File: src/rtl/prefetch_buffer_pkg.sv
// rtl/prefetch_buffer_pkg.sv - shared types and constants for the instruction prefetch buffer
package prefetch_buffer_pkg;

   localparam int INSTRUCTION_BYTES = 4;

   typedef struct packed {
      logic [31:0] instruction;
      logic [31:0] programCounter;
   } fetchBufferEntry_;

   // DRAIN means stale responses from before a redirect are still owed by memory
   typedef enum logic {
      STREAM = 1'b0,
      DRAIN  = 1'b1
   } prefetchState_;

endpackage

File: src/rtl/prefetch_buffer_if.sv
// rtl/prefetch_buffer_if.sv - memory, fetch and redirect signals of the prefetch buffer
interface prefetch_buffer_if;

   logic        redirectValid;
   logic [31:0] redirectAddress;
   logic        memoryRequest;
   logic        memoryReady;
   logic [31:0] memoryAddress;
   logic        memoryDataValid;
   logic [31:0] memoryData;
   logic        instructionValid;
   logic [31:0] instructionData;
   logic [31:0] instructionPC;
   logic        fetchReady;

   modport master (
      input  redirectValid, redirectAddress, memoryReady, memoryDataValid, memoryData, fetchReady,
      output memoryRequest, memoryAddress, instructionValid, instructionData, instructionPC
   );

   modport slave (
      output redirectValid, redirectAddress, memoryReady, memoryDataValid, memoryData, fetchReady,
      input  memoryRequest, memoryAddress, instructionValid, instructionData, instructionPC
   );

endinterface

File: src/rtl/prefetch_buffer_fetch_fifo.sv
// rtl/prefetch_buffer_fetch_fifo.sv - synchronous FIFO of instruction/PC entries with flush
module fetch_fifo
   import prefetch_buffer_pkg::*;
#(
   parameter int DEPTH = 4
) (
   input  logic                     clock,
   input  logic                     reset,
   input  logic                     push,
   input  logic                     pop,
   input  logic                     flush,
   input  fetchBufferEntry_         pushEntry,
   output logic                     full,
   output logic                     empty,
   output logic [$clog2(DEPTH):0]   count,
   output fetchBufferEntry_         head
);

   localparam int AW = $clog2(DEPTH);
   localparam logic [AW:0] FULL_COUNT = (AW+1)'(DEPTH);

   fetchBufferEntry_ storage [DEPTH];
   logic [AW-1:0]    readPtr;
   logic [AW-1:0]    writePtr;
   logic             doPush;
   logic             doPop;

   assign full   = (count == FULL_COUNT);
   assign empty  = (count == '0);
   assign doPush = push && !full && !flush;
   assign doPop  = pop && !empty && !flush;
   assign head   = storage[readPtr];

   always_ff @(posedge clock or posedge reset) begin
      if (reset) begin
         readPtr  <= '0;
         writePtr <= '0;
         count    <= '0;
      end else if (flush) begin
         readPtr  <= '0;
         writePtr <= '0;
         count    <= '0;
      end else begin
         if (doPush) writePtr <= writePtr + 1'b1;
         if (doPop)  readPtr  <= readPtr + 1'b1;
         count <= count + (AW+1)'(doPush) - (AW+1)'(doPop);
      end
   end

   always_ff @(posedge clock) begin
      if (doPush) storage[writePtr] <= pushEntry;
   end

endmodule

File: src/rtl/prefetch_buffer.sv
// rtl/prefetch_buffer.sv - sequential instruction prefetch with credit-limited issue and redirect flush
module prefetch_buffer
   import prefetch_buffer_pkg::*;
#(
   parameter int          DEPTH    = 4,
   parameter logic [31:0] RESET_PC = 32'h0000_0000
) (
   input  logic                clock,
   input  logic                reset,
   prefetch_buffer_if.master   bus
);

   localparam int CW = $clog2(DEPTH) + 1;
   localparam logic [CW:0] CREDIT_LIMIT = (CW+1)'(DEPTH);

   prefetchState_    state;
   prefetchState_    stateNext;
   logic [CW-1:0]    occupancy;
   logic [CW-1:0]    outstanding;
   logic [CW-1:0]    discard;
   logic [CW-1:0]    staleCount;
   logic [CW:0]      creditUsed;
   logic [31:0]      requestPC;
   logic [31:0]      responsePC;
   logic [31:0]      alignedRedirect;
   logic             issueFire;
   logic             responseAccepted;
   logic             fifoPush;
   logic             fifoFull;
   logic             fifoEmpty;
   logic             dropResponse;
   fetchBufferEntry_ headEntry;
   fetchBufferEntry_ newEntry;

   // Buffered entries plus in-flight requests never exceed DEPTH, so a response always has room
   assign creditUsed        = {1'b0, occupancy} + {1'b0, outstanding};
   assign bus.memoryRequest = !reset && !bus.redirectValid && (creditUsed < CREDIT_LIMIT);
   assign bus.memoryAddress = requestPC;
   assign issueFire         = bus.memoryRequest && bus.memoryReady;
   assign responseAccepted  = bus.memoryDataValid && (outstanding != '0);
   assign staleCount        = outstanding - CW'(responseAccepted);
   assign alignedRedirect   = {bus.redirectAddress[31:2], 2'b00};
   assign newEntry          = '{instruction: bus.memoryData, programCounter: responsePC};

   always_comb begin
      stateNext    = state;
      fifoPush     = 1'b0;
      dropResponse = 1'b0;
      if (bus.redirectValid) begin
         stateNext = (staleCount != '0) ? DRAIN : STREAM;
      end else begin
         case (state)
            STREAM: fifoPush = responseAccepted && !fifoFull;
            DRAIN: begin
               dropResponse = responseAccepted;
               if (responseAccepted && discard == CW'(1)) stateNext = STREAM;
            end
            default: stateNext = STREAM;
         endcase
      end
   end

   always_ff @(posedge clock or posedge reset) begin
      if (reset) state <= STREAM;
      else       state <= stateNext;
   end

   always_ff @(posedge clock or posedge reset) begin
      if (reset) begin
         requestPC   <= RESET_PC;
         responsePC  <= RESET_PC;
         outstanding <= '0;
         discard     <= '0;
      end else if (bus.redirectValid) begin
         requestPC   <= alignedRedirect;
         responsePC  <= alignedRedirect;
         outstanding <= staleCount;
         discard     <= staleCount;
      end else begin
         if (issueFire)    requestPC  <= requestPC + 32'(INSTRUCTION_BYTES);
         if (fifoPush)     responsePC <= responsePC + 32'(INSTRUCTION_BYTES);
         if (dropResponse) discard    <= discard - 1'b1;
         outstanding <= outstanding + CW'(issueFire) - CW'(responseAccepted);
      end
   end

   fetch_fifo #(.DEPTH(DEPTH)) fifo (
      .clock     (clock),
      .reset     (reset),
      .push      (fifoPush),
      .pop       (bus.instructionValid && bus.fetchReady),
      .flush     (bus.redirectValid),
      .pushEntry (newEntry),
      .full      (fifoFull),
      .empty     (fifoEmpty),
      .count     (occupancy),
      .head      (headEntry)
   );

   assign bus.instructionValid = !fifoEmpty;
   assign bus.instructionData  = fifoEmpty ? 32'h0 : headEntry.instruction;
   assign bus.instructionPC    = fifoEmpty ? 32'h0 : headEntry.programCounter;

endmodule

File: src/flat_wrapper.sv
// flat-port wrapper written by rule: the top's interface ports become plain ports
module prefetch_buffer_flat import prefetch_buffer_pkg::*;
#(
   parameter int          DEPTH    = 4,
   parameter logic [31:0] RESET_PC = 32'h0000_0000
)
  (clock, reset, bus_redirectValid, bus_redirectAddress, bus_memoryReady, bus_memoryDataValid, bus_memoryData, bus_fetchReady, bus_memoryRequest, bus_memoryAddress, bus_instructionValid, bus_instructionData, bus_instructionPC);
  prefetch_buffer_if bus_i ();
  input  logic clock;
  input  logic reset;
  input wire logic [$bits(bus_i.redirectValid)-1:0] bus_redirectValid;
  input wire logic [$bits(bus_i.redirectAddress)-1:0] bus_redirectAddress;
  input wire logic [$bits(bus_i.memoryReady)-1:0] bus_memoryReady;
  input wire logic [$bits(bus_i.memoryDataValid)-1:0] bus_memoryDataValid;
  input wire logic [$bits(bus_i.memoryData)-1:0] bus_memoryData;
  input wire logic [$bits(bus_i.fetchReady)-1:0] bus_fetchReady;
  output wire logic [$bits(bus_i.memoryRequest)-1:0] bus_memoryRequest;
  output wire logic [$bits(bus_i.memoryAddress)-1:0] bus_memoryAddress;
  output wire logic [$bits(bus_i.instructionValid)-1:0] bus_instructionValid;
  output wire logic [$bits(bus_i.instructionData)-1:0] bus_instructionData;
  output wire logic [$bits(bus_i.instructionPC)-1:0] bus_instructionPC;
  assign bus_i.redirectValid = bus_redirectValid;
  assign bus_i.redirectAddress = bus_redirectAddress;
  assign bus_i.memoryReady = bus_memoryReady;
  assign bus_i.memoryDataValid = bus_memoryDataValid;
  assign bus_i.memoryData = bus_memoryData;
  assign bus_i.fetchReady = bus_fetchReady;
  assign bus_memoryRequest = bus_i.memoryRequest;
  assign bus_memoryAddress = bus_i.memoryAddress;
  assign bus_instructionValid = bus_i.instructionValid;
  assign bus_instructionData = bus_i.instructionData;
  assign bus_instructionPC = bus_i.instructionPC;
  prefetch_buffer #(.DEPTH(DEPTH), .RESET_PC(RESET_PC)) u_core (.clock(clock), .reset(reset), .bus(bus_i));
endmodule
File: config.mk
export PLATFORM = sky130hd
export DESIGN_NAME = prefetch_buffer_flat
export DESIGN_NICKNAME = d
export VERILOG_FILES = /design/src/rtl/prefetch_buffer_pkg.sv /design/src/rtl/prefetch_buffer_if.sv /design/src/rtl/prefetch_buffer_fetch_fifo.sv /design/src/rtl/prefetch_buffer.sv /design/src/flat_wrapper.sv
export SDC_FILE = /design/constraint.sdc
export NUM_CORES = 1
export LEC_CHECK = 0
export BUFFER_PORTS_ARGS = -buffer_cell sky130_fd_sc_hd__buf_2
export CORE_MARGIN = 3
export CORE_UTILIZATION = 49
export CTS_CLUSTER_SIZE = 16
export DETAILED_ROUTE_END_ITERATION = 16
export PLACE_DENSITY = 0.82
export SLEW_MARGIN = 20
export SYNTH_ARGS = -nofsm -noshare
export SYNTH_HDL_FRONTEND = slang
export SYNTH_SLANG_ARGS = --single-unit
export TNS_END_PERCENT = 30
File: constraint.sdc
create_clock -name clock -period 3.1 [get_ports clock]
set_clock_uncertainty 0.1 [all_clocks]
set_input_delay 0.31 -clock clock [delete_from_list [all_inputs] [get_ports clock]]
set_output_delay 0.31 -clock clock [all_outputs]
set_load 0.03 [all_outputs]
==> results of run 1 <==
## path summary, 6_finish.rpt
path	cells after the start	to	slack (ps)	start
setup / recovery	4	bus_instructionPC[31]	190	u_core.fifo.readPtr[0]
hold / removal	4	u_core.fifo.readPtr[1]	50	bus_fetchReady
setup reg to reg	11	u_core.fifo.count[2]	450	u_core.fifo.count[1]
hold reg to reg	1	u_core.bus.memoryAddress[26]	450	u_core.bus.memoryAddress[26]
max in group asynchronous	4	u_core.fifo.readPtr[0]	1850	reset
min in group asynchronous	3	u_core.bus.memoryAddress[25]	340	reset
## final cells by class
cell class              instances  area [µm²]
repair buffers                241        1660
well taps                     372         465
clock inverters                18         228
clock buffers                  40         820
fillers                      1998       10600
multi-input cells             465        4050
inverters                      26        98.8
flip-flops and latches        322        9300
## placed cells by master, fill, tap and decap left out, types with 6 or more instances in the layout
master and count:
a21oi_1 9, nor3_1 14, and4_1 7, o211ai_1 16
buf_12 8, buf_2 161, xnor2_1 27, dlygate4sd3_1 62
clkinv_1 6, clkbuf_1 8, nand2_1 52, o311ai_0 12
xor2_1 16, nand3_1 28, buf_4 10, nor4_1 9
mux4_2 62, clkbuf_16 31, nand4_1 12, mux2_2 6
edfxtp_1 248, and2_1 64, nor2_1 23, ha_1 16
dfrtp_1 72, inv_1 23, a31oi_1 6, o21ai_0 34
## where the power goes
part	leakage, nW	total [mW]	switching, mW	internal [mW]
clock	0.504	3.85	1.57	2.28
sequential	3.13	5.21	0.310	4.90
combinational	2.41	3.56	2.21	1.35
## metal layers
metal	up-vias	track usage, %
met3	39	3.56
met4	2	4.49
met5	-	0
met1	4237	28.2
met2	393	32.9
li1	3750	-
## critical path: stages, from the launching register on
cell     delay, ps
dfrtp_4        690
buf_12         300
mux4_2         550
and2_1         190
buf_2          180
## metrics by stage
step                      instance area, µm²  total power, mW  hold WS, ps  util, %
after floorplan                        13700             7.77          309        -
after global placement                 15000             8.77          397     55.0
after detailed placement               15000             8.83          384     55.0
after CTS                              16600             12.7         15.8     61.2
after global routing                   16600             13.2         54.9     61.2
final                                  16600             12.6         46.9     61.2
## registers in the layout, indices dropped and copies added (netlist names)
signal and flops:
u_core.discard 3, u_core.fifo.readPtr 2, u_core.state 1, u_core.fifo.writePtr 2, u_core.responsePC 30, u_core.bus.memoryAddress 30, u_core.fifo.storage 248, u_core.outstanding 3
u_core.fifo.count 3
## logic make-up (layout without fill, tap and decap cells)
family,after synthesis,in the layout,share of synthesized area [%]
DFF,322,322,68.0
and+or+nand+nor,239,239,9.85
AOI/OAI and AO/OA,91,91,4.24
buffers and inverters,75,325,2.49
muxes,70,70,10.9
xor gates and xnor gates,43,43,2.76
adders and majority gates,18,18,1.76
other,1,4,0.0274
## timing repair
action                                 4_1_cts  5_1_grt
setup buffers                                0        0
hold buffers                                62        0
endpoints found under the hold margin      216        0
==> impl_metrics.json, run 1 <==
{
  "power_density_nw_per_um2": 759,
  "synth_most_common_cell": "edfxtp_1",
  "slew_headroom_pct": 53.6,
  "initial_core_util_pct": 50.3,
  "final_hold_viol_count": 0,
  "max_clock_freq_ghz": 0.343,
  "p_leak_nw": 6.04,
  "insertion_delay_ps": 560,
  "min_period_over_period_pct": 94.0,
  "yosys_register_bits": 322,
  "synth.top_cell.area_share_pct": 54.5,
  "setup_ws_ps": 185,
  "synth_area_leaders": "edfxtp_1, dfrtp_1, mux4_2",
  "dp_cells": 1364,
  "synth_common_cells": "edfxtp_1, dfrtp_1, and2_1",
  "synth_edf_count": 248,
  "overflow": 0,
  "async_flop_share_pct": 23.0,
  "vias": 8421,
  "nets": 1175,
  "dieWidth_um": 173,
  "grt_pass1_vias": 8670,
  "ys.flop_type": "edfxtp_1",
  "htree_num_levels": 1,
  "die_area_um2": 29900,
  "setup_tns_ps": 0,
  "boundaryPins": 168,
  "grt_pass1_wl_um": 47800,
  "cts.repair.resized": 0,
  "cp.required_ps": 2690,
  "antennaDiodeCount": 0,
  "grt_usage_pct": 20.0,
  "rsz0062_at_grt": "false",
  "clk_pin_slew_worst_paths_ps": 60,
  "ir_drop_uv": 487,
  "wirelength_um": 29900,
  "highest-signal-layer": "met5",
  "antenna_found_initial": 1,
  "drc": 0,
  "period_needed_ps": 2910,
  "place_congestion": 0.855,
  "startpoint_type": "flop",
  "wire_per_inst_um": 20.1,
  "yosysWarnings": 0,
  "num_rows": 60,
  "syn-cell-area_um2": 13700,
  "synthCells": 859,
  "place_hpwl_um": 18100,
  "avgSynthCellArea_um2": 15.9,
  "crit_fanout": 27,
  "cp.arrival_ps": 2500,
  "finalMaxSlewViolations": 0,
  "ys_seq_area_share_pct": 68.0,
  "io_buffers": 161,
  "cts_tree": "done",
  "setup_viol": 0,
  "die_h_um": 173,
  "dr_wl_met3_um": 2430,
  "core_um2": 27200,
  "vias_per_cell": 5.67,
  "drive_gt1_share_pct": 27.8,
  "hold_path.class": "primary input to flop",
  "grt_max_degree": 65,
  "clock_path_buffers": 3,
  "cp-end-kind": "primary output",
  "syn2layout_area_growth_pct": 21.6,
  "wl_met1_um": 12600,
  "status": "complete, no violations",
  "place_ws_ps": 450,
  "met2_length_um": 14300,
  "clk_root_buffer_cell": "clkbuf_16",
  "first_pass_iters": 5,
  "postRouteAntennaNets": 0,
  "worst_pin_slew_ps": 696,
  "numCtsBuffers": 31,
  "cts.sinks": 322,
  "yosys.area.top_type": "edfxtp_1",
  "final_cells": 1484,
  "cap_violations": 0,
  "critical_path_class": "flop to primary output",
  "drtIter0Drc": 735,
  "yosysUniqueCellTypes": 51
}
Note: power is estimated with default switching activity, not from simulation.
==> run 2, diff against run 1 <==
CTS_BUF_LIST = sky130_fd_sc_hd__clkbuf_4 sky130_fd_sc_hd__clkbuf_8   (was not set)
SYNTH_HIERARCHICAL = 1   (was not set)
==> run 2 against run 1 <==
  * Fmax increased by 0.56%
  * Non-clock buffer count grew 10
  * Combinational power decreased by 71%
  * Count of clock-buffer cells in the layout up 30
  * Register-to-register slack got worse by 210 ps
  * Worst setup slack better by 16 ps
  * Synthesized cell count increased by 4.1%
  * Wire length hardly changed
  * Flip-flop and latch count up 8
==> impl_metrics.json, run 2 <==
{
  "status": "complete, no violations",
  "nets": 1253,
  "grt_pass1_wl_um": 47600,
  "ys_seq_area_share_pct": 67.8,
  "place_congestion": 0.894,
  "cts_tree": "done",
  "crit_end": "bus_instructionPC[18]",
  "antennaDiodeCount": 0,
  "htree_num_levels": 2,
  "power_density_nw_per_um2": 570,
  "dp_cells": 1426,
  "drive_gt1_share_pct": 29.6,
  "die_area_um2": 30800,
  "startpoint_type": "flop",
  "initial_core_util_pct": 50.2,
  "cts_setup_buffers": 0,
  "critical_path_class": "flop to primary output",
  "synth_most_common_cell": "edfxtp_1",
  "max_clock_freq_ghz": 0.345,
  "cp.arrival_ps": 2490,
  "synth_common_cells": "edfxtp_1, dfrtp_1, nor2b_1",
  "cp-end-kind": "primary output",
  "drtIter0Drc": 691,
  "rr_worst_depth": 15,
  "overflow": 0,
  "timing.rr.start": "u_core/fifo/count[0]",
  "final_cells": 1585,
  "synth_edf_count": 256,
  "startpoint": "u_core/fifo/readPtr[0]",
  "setup_viol": 0,
  "period_needed_ps": 2900,
  "num_rows": 61,
  "synthCells": 894,
  "finalMaxSlewViolations": 0,
  "regMostFlops": "u_core/fifo/storage",
  "place_hpwl_um": 18300,
  "boundaryPins": 168,
  "rsz0062_at_grt": "false",
  "synth_area_leaders": "edfxtp_1, dfrtp_1, mux4_2",
  "hold_path.class": "primary input to asynchronous set/reset pin",
  "synth.top_cell.area_share_pct": 54.7,
  "ys.flop_type": "edfxtp_1",
  "ff2ff_setup_slack_ps": 240,
  "critPathMaxStageDelay_ps": 630,
  "mostFrequentLayoutCells": "edfxtp_1, buf_2, dfrtp_1",
  "yosysWarnings": 6,
  "dieWidth_um": 175,
  "slowest_stage": "dfrtp_4",
  "syn-cell-area_um2": 14100,
  "largest_register_ffs": 256,
  "clk_root_buffer_cell": "clkbuf_8",
  "slew_headroom_pct": 29.2,
  "insertion_delay_ps": 560,
  "yosysUniqueCellTypes": 54,
  "antenna_found_initial": 1,
  "syn2layout_area_growth_pct": 21.8,
  "yosys.area.top_type": "edfxtp_1",
  "die_h_um": 175,
  "cts.sinks": 330,
  "grt_usage_pct": 19.5,
  "path_buf_inv": 2,
  "vias": 8769,
  "wire_per_inst_um": 18.9,
  "grt_pass1_vias": 8943,
  "vias_per_cell": 5.53,
  "wirelength_um": 29900,
  "postRouteAntennaNets": 0,
  "crit_fanout": 32,
  "final_hold_viol_count": 0,
  "p_leak_nw": 6.26,
  "numCtsBuffers": 51,
  "yosys_register_bits": 330,
  "utilization_pct": 61.1,
  "clk_pin_slew_worst_paths_ps": 60,
  "avgSynthCellArea_um2": 15.7,
  "async_flop_share_pct": 22.4,
  "core_um2": 28000,
  "io_buffers": 163,
  "path_delay_family": "flip-flops",
  "cap_violations": 0,
  "min_period_over_period_pct": 93.5,
  "layout_commonest_cell": "edfxtp_1",
  "worst_pin_slew_ps": 1060,
  "first_pass_iters": 5,
  "grt_max_degree": 69,
  "ir_drop_uv": 357,
  "drc": 0,
  "clock_path_buffers": 3,
  "crit_path_cell_trace": "buf_12 -> mux4_2 -> nor2b_1 -> buf_2",
  "r2r-end": "u_core/fifo/count[2]",
  "cp.required_ps": 2690,
  "cp.depth": 4
}
## run 2: cell types whose count changed in the layout (fill, tap and decap cells not counted), sizes merged, moves of 5 or more
cell	before	now
and2	64	12
buf	179	187
clkbuf	40	70
clkinv	11	21
conb	4	10
edfxtp	248	256
nor2	23	32
nor2b	1	67
o311ai	17	10
xnor2	27	22
## run 2: cell families after synthesis
| kind of cell | count (synthesis) | synth area share [%] |
|---|---|---|
| muxes | 73 | 10.9 |
| xor gates and xnor gates | 36 | 2.24 |
| buffers and inverters | 69 | 2.33 |
| AOI/OAI and AO/OA | 91 | 4.05 |
| adders and majority gates | 18 | 1.71 |
| other | 1 | 0.0267 |
| and+or+nand+nor | 276 | 10.9 |
| DFF | 330 | 67.8 |
## run 2: report_power, final
| group | switching, mW | internal [mW] |
|---|---|---|
| Combinational | 0.614 | 0.413 |
| Sequential | 0.219 | 4.97 |
| Clock | 1.59 | 1.95 |
## run 2: worst register-to-register path: stages, from the launching register on
cell     delay, ps
dfrtp_2        450
nor3b_2        390
nor2_2         110
nand2_1        140
nor2_1          50
inv_1          130
nor3_2          70
inv_1           70
ha_1           210
inv_1           60
ha_1           130
inv_1           50
fa_1           380
xor2_1         160
and2_1         160
nor3_1         130
## run 2: final cells by class
class	count	area [µm²]
tap	378	473
inverter	27	101
multi-input combinational	504	4250
clock inverter	25	163
fill	2067	10900
timing repair buffer	251	1740
clock buffer	70	851
sequential	330	9550
## run 2: how the worst min path moves through the flow
stage | start | endpoint | slack, ps | depth (start not counted)
floorplan | reset | u_core/fifo/count[0] | 10 | 1
global placement | reset | u_core/fifo/readPtr[0] | 200 | 2
detailed placement | reset | u_core/fifo/count[0] | 200 | 2
CTS | reset | u_core/fifo/writePtr[0] | 160 | 3
global route | reset | u_core/fifo/writePtr[0] | 190 | 3
finish | reset | u_core/fifo/writePtr[0] | 180 | 3
## run 2: through the flow
step                      hold slack (ps)  setup TNS [ps]  setup slack (ps)  instance area, µm²  power (mW)
after floorplan                      13.4          -42230              -330               14100        5.88
after global placement                200               0               262               15500        6.19
after detailed placement              200               0               178               15500        6.23
after CTS                             160               0               111               17100        9.85
after global routing                  186               0              27.5               17100        10.2
final                                 179               0               202               17100        9.75
## run 2: layer usage
layer / up-vias / global-route usage, % / share of wire (%)
li1: 3970 / - / -
met1: 4373 / 27.1 / 42
met2: 377 / 32.3 / 49
met3: 47 / 3.91 / 7.3
met4: 2 / 4.75 / 1.7
met5: - / 0 / 0.043
## run 2: timing repair
item	in CTS	in global routing
hold buffers	64	0
hold endpoints to repair	228	0
setup endpoints to repair	0	1
gates resized for setup	0	3
==> run 3, diff against run 2 <==
RECOVER_POWER = 50   (was not set)
==> run 3 against run 2 <==
  * Sequential share of layout area is 0.32 points higher
  * Largest cell class unchanged
  * Fmax is 0.32% higher
  * Die area stayed put
  * Core utilization down 0.34 points
==> impl_metrics.json, run 3 (same netlist as run 2, synthesis figures left out) <==
{
  "status": "complete, no violations",
  "grt_pass1_wl_um": 47600,
  "initial_core_util_pct": 50.2,
  "cp.depth": 4,
  "wire_per_inst_um": 18.8,
  "dieWidth_um": 175,
  "cp.required_ps": 2690,
  "layout_commonest_cell": "edfxtp_1",
  "met2_length_um": 14800,
  "hold_path.class": "primary input to asynchronous set/reset pin",
  "syn2layout_area_growth_pct": 21.1,
  "cts.sinks": 330,
  "switching_share_pct": 24.9,
  "worst_pin_slew_ps": 1380,
  "crit_fanout": 32,
  "clk_root_buffer_cell": "clkbuf_8",
  "io_buffers": 163,
  "setup_tns_ps": 0,
  "clock_path_buffers": 3,
  "ir_drop_uv": 357,
  "postRouteAntennaNets": 0,
  "slew_headroom_pct": 8.14,
  "regMostFlops": "u_core/fifo/storage",
  "grt_max_degree": 69,
  "cp-end-kind": "primary output",
  "numCtsBuffers": 51,
  "drc": 0,
  "clk_pin_slew_worst_paths_ps": 60,
  "vias_per_cell": 5.54,
  "drtIter0Drc": 709,
  "design_area_um2": 17000,
  "die_h_um": 175,
  "p_comb_share_pct": 10.3,
  "core_um2": 28000,
  "mostFrequentLayoutCells": "edfxtp_1, buf_2, dfrtp_1",
  "place_hpwl_um": 18300,
  "startpoint_type": "flop",
  "nFillCells": 2110,
  "finalMaxSlewViolations": 0,
  "largest_register_ffs": 256,
  "wl_met1_um": 12200,
  "min_period_over_period_pct": 93.2,
  "path_delay_family": "flip-flops",
  "power_density_nw_per_um2": 572,
  "period_needed_ps": 2890,
  "rsz0062_at_grt": "false",
  "die_area_um2": 30800,
  "first_pass_iters": 7,
  "placed_area_um2": 15500,
  "pwr-share-seq_pct": 53.4,
  "boundaryPins": 168,
  "setup_viol": 0,
  "vias": 8784,
  "rr_worst_depth": 15,
  "antennaDiodeCount": 0,
  "p_int_mw": 7.31,
  "htree_num_levels": 2,
  "cp.arrival_ps": 2480,
  "grt_pass1_vias": 8943,
  "critical_path_class": "flop to primary output",
  "critPathMaxStageDelay_ps": 630,
  "highest-signal-layer": "met5",
  "p_clk_share_pct": 36.4,
  "switchingPower_mw": 2.42,
  "slowest_stage": "dfrtp_4",
  "dr_wl_met3_um": 2280,
  "drive_gt1_share_pct": 23.9,
  "cts_tree": "done",
  "max_clock_freq_ghz": 0.346,
  "finalPower_mw": 9.73,
  "path_buf_inv": 2,
  "wirelength_um": 29800,
  "antenna_found_initial": 1,
  "cap_violations": 0,
  "nets": 1253,
  "final_hold_viol_count": 0,
  "p_leak_nw": 6.06,
  "grt_usage_pct": 19.5,
  "utilization_pct": 60.8,
  "overflow": 0,
  "insertion_delay_ps": 560,
  "num_rows": 61,
  "crit_path_cell_trace": "buf_12 -> mux4_2 -> nor2b_1 -> buf_2",
  "place_congestion": 0.894
}
==> run 3: changes by cell type in the layout (fill, tap and decap cells not counted), sizes merged <==
cell | previous run | this run
buf | 187 | 120
clkbuf | 70 | 137
==> run 3: path summary, 6_finish.rpt <==
kind	to	from	slack [ps]
max reg2reg	u_core/fifo/count[2]	u_core/fifo/count[0]	240
min reg2reg	u_core/outstanding[2]	u_core/outstanding[2]	440
max in group asynchronous	u_core/responsePC[31]	reset	740
min	u_core/fifo/writePtr[0]	reset	180
min in group clock	u_core/fifo/readPtr[1]	bus_fetchReady	200
max	bus_instructionPC[18]	u_core/fifo/readPtr[0]	210
==> run 3: power groups by stage <==
stage | logic (mW) | clock network (mW) | registers (mW)
6_report | 1.00 | 3.54 | 5.19
5_1_grt | 1.11 | 3.84 | 5.22
4_1_cts | 1.02 | 3.64 | 5.19
3_5_place_dp | 0.955 | 0 | 5.27
3_3_place_gp | 0.928 | 0 | 5.26
2_1_floorplan | 0.585 | 0 | 5.30
==> run 3: timing repair <==
item / CTS / global route
setup endpoints to repair: 0 / 1
resized for setup: 0 / 3
setup buffers: 0 / 0
hold buffers: 64 / 0
hold endpoints to repair: 228 / 0
==> run 3: worst register-to-register path, stage by stage, from the launching register on <==
cell	delay, ps
dfrtp_2	450
nor3b_2	400
nor2_2	110
nand2_1	140
nor2_1	50
inv_1	120
nor3_2	70
inv_1	70
ha_1	210
inv_1	60
ha_1	130
inv_1	50
fa_1	380
xor2_1	160
and2_1	160
nor3_1	130
==> run 3: stage by stage <==
stage	hold slack (ps)	std cells	worst slack [ps]
5_1_grt	191	1585	27.9
3_3_place_gp	200	1426	262
2_1_floorplan	13.4	903	-330
6_report	179	1585	211
4_1_cts	160	1585	111
3_5_place_dp	200	1426	178
==> run 3: cell type report <==
type | count | area, µm² | share of cell area (%)
sequential | 330 | 9550 | 56.1
clock buffer | 70 | 851 | 5.00
timing repair buffer | 251 | 1640 | 9.65
multi-input combinational | 504 | 4250 | 25.0
clock inverter | 25 | 163 | 0.955
tap | 378 | 473 | 2.78
inverter | 27 | 101 | 0.595
==> run 3: metal layers <==
layer / track usage (%) / vias to the layer above
met1: 27.1 / 4358
met2: 32.3 / 415
met4: 4.75 / 2
met3: 3.91 / 41
li1: - / 3968
met5: 0 / -
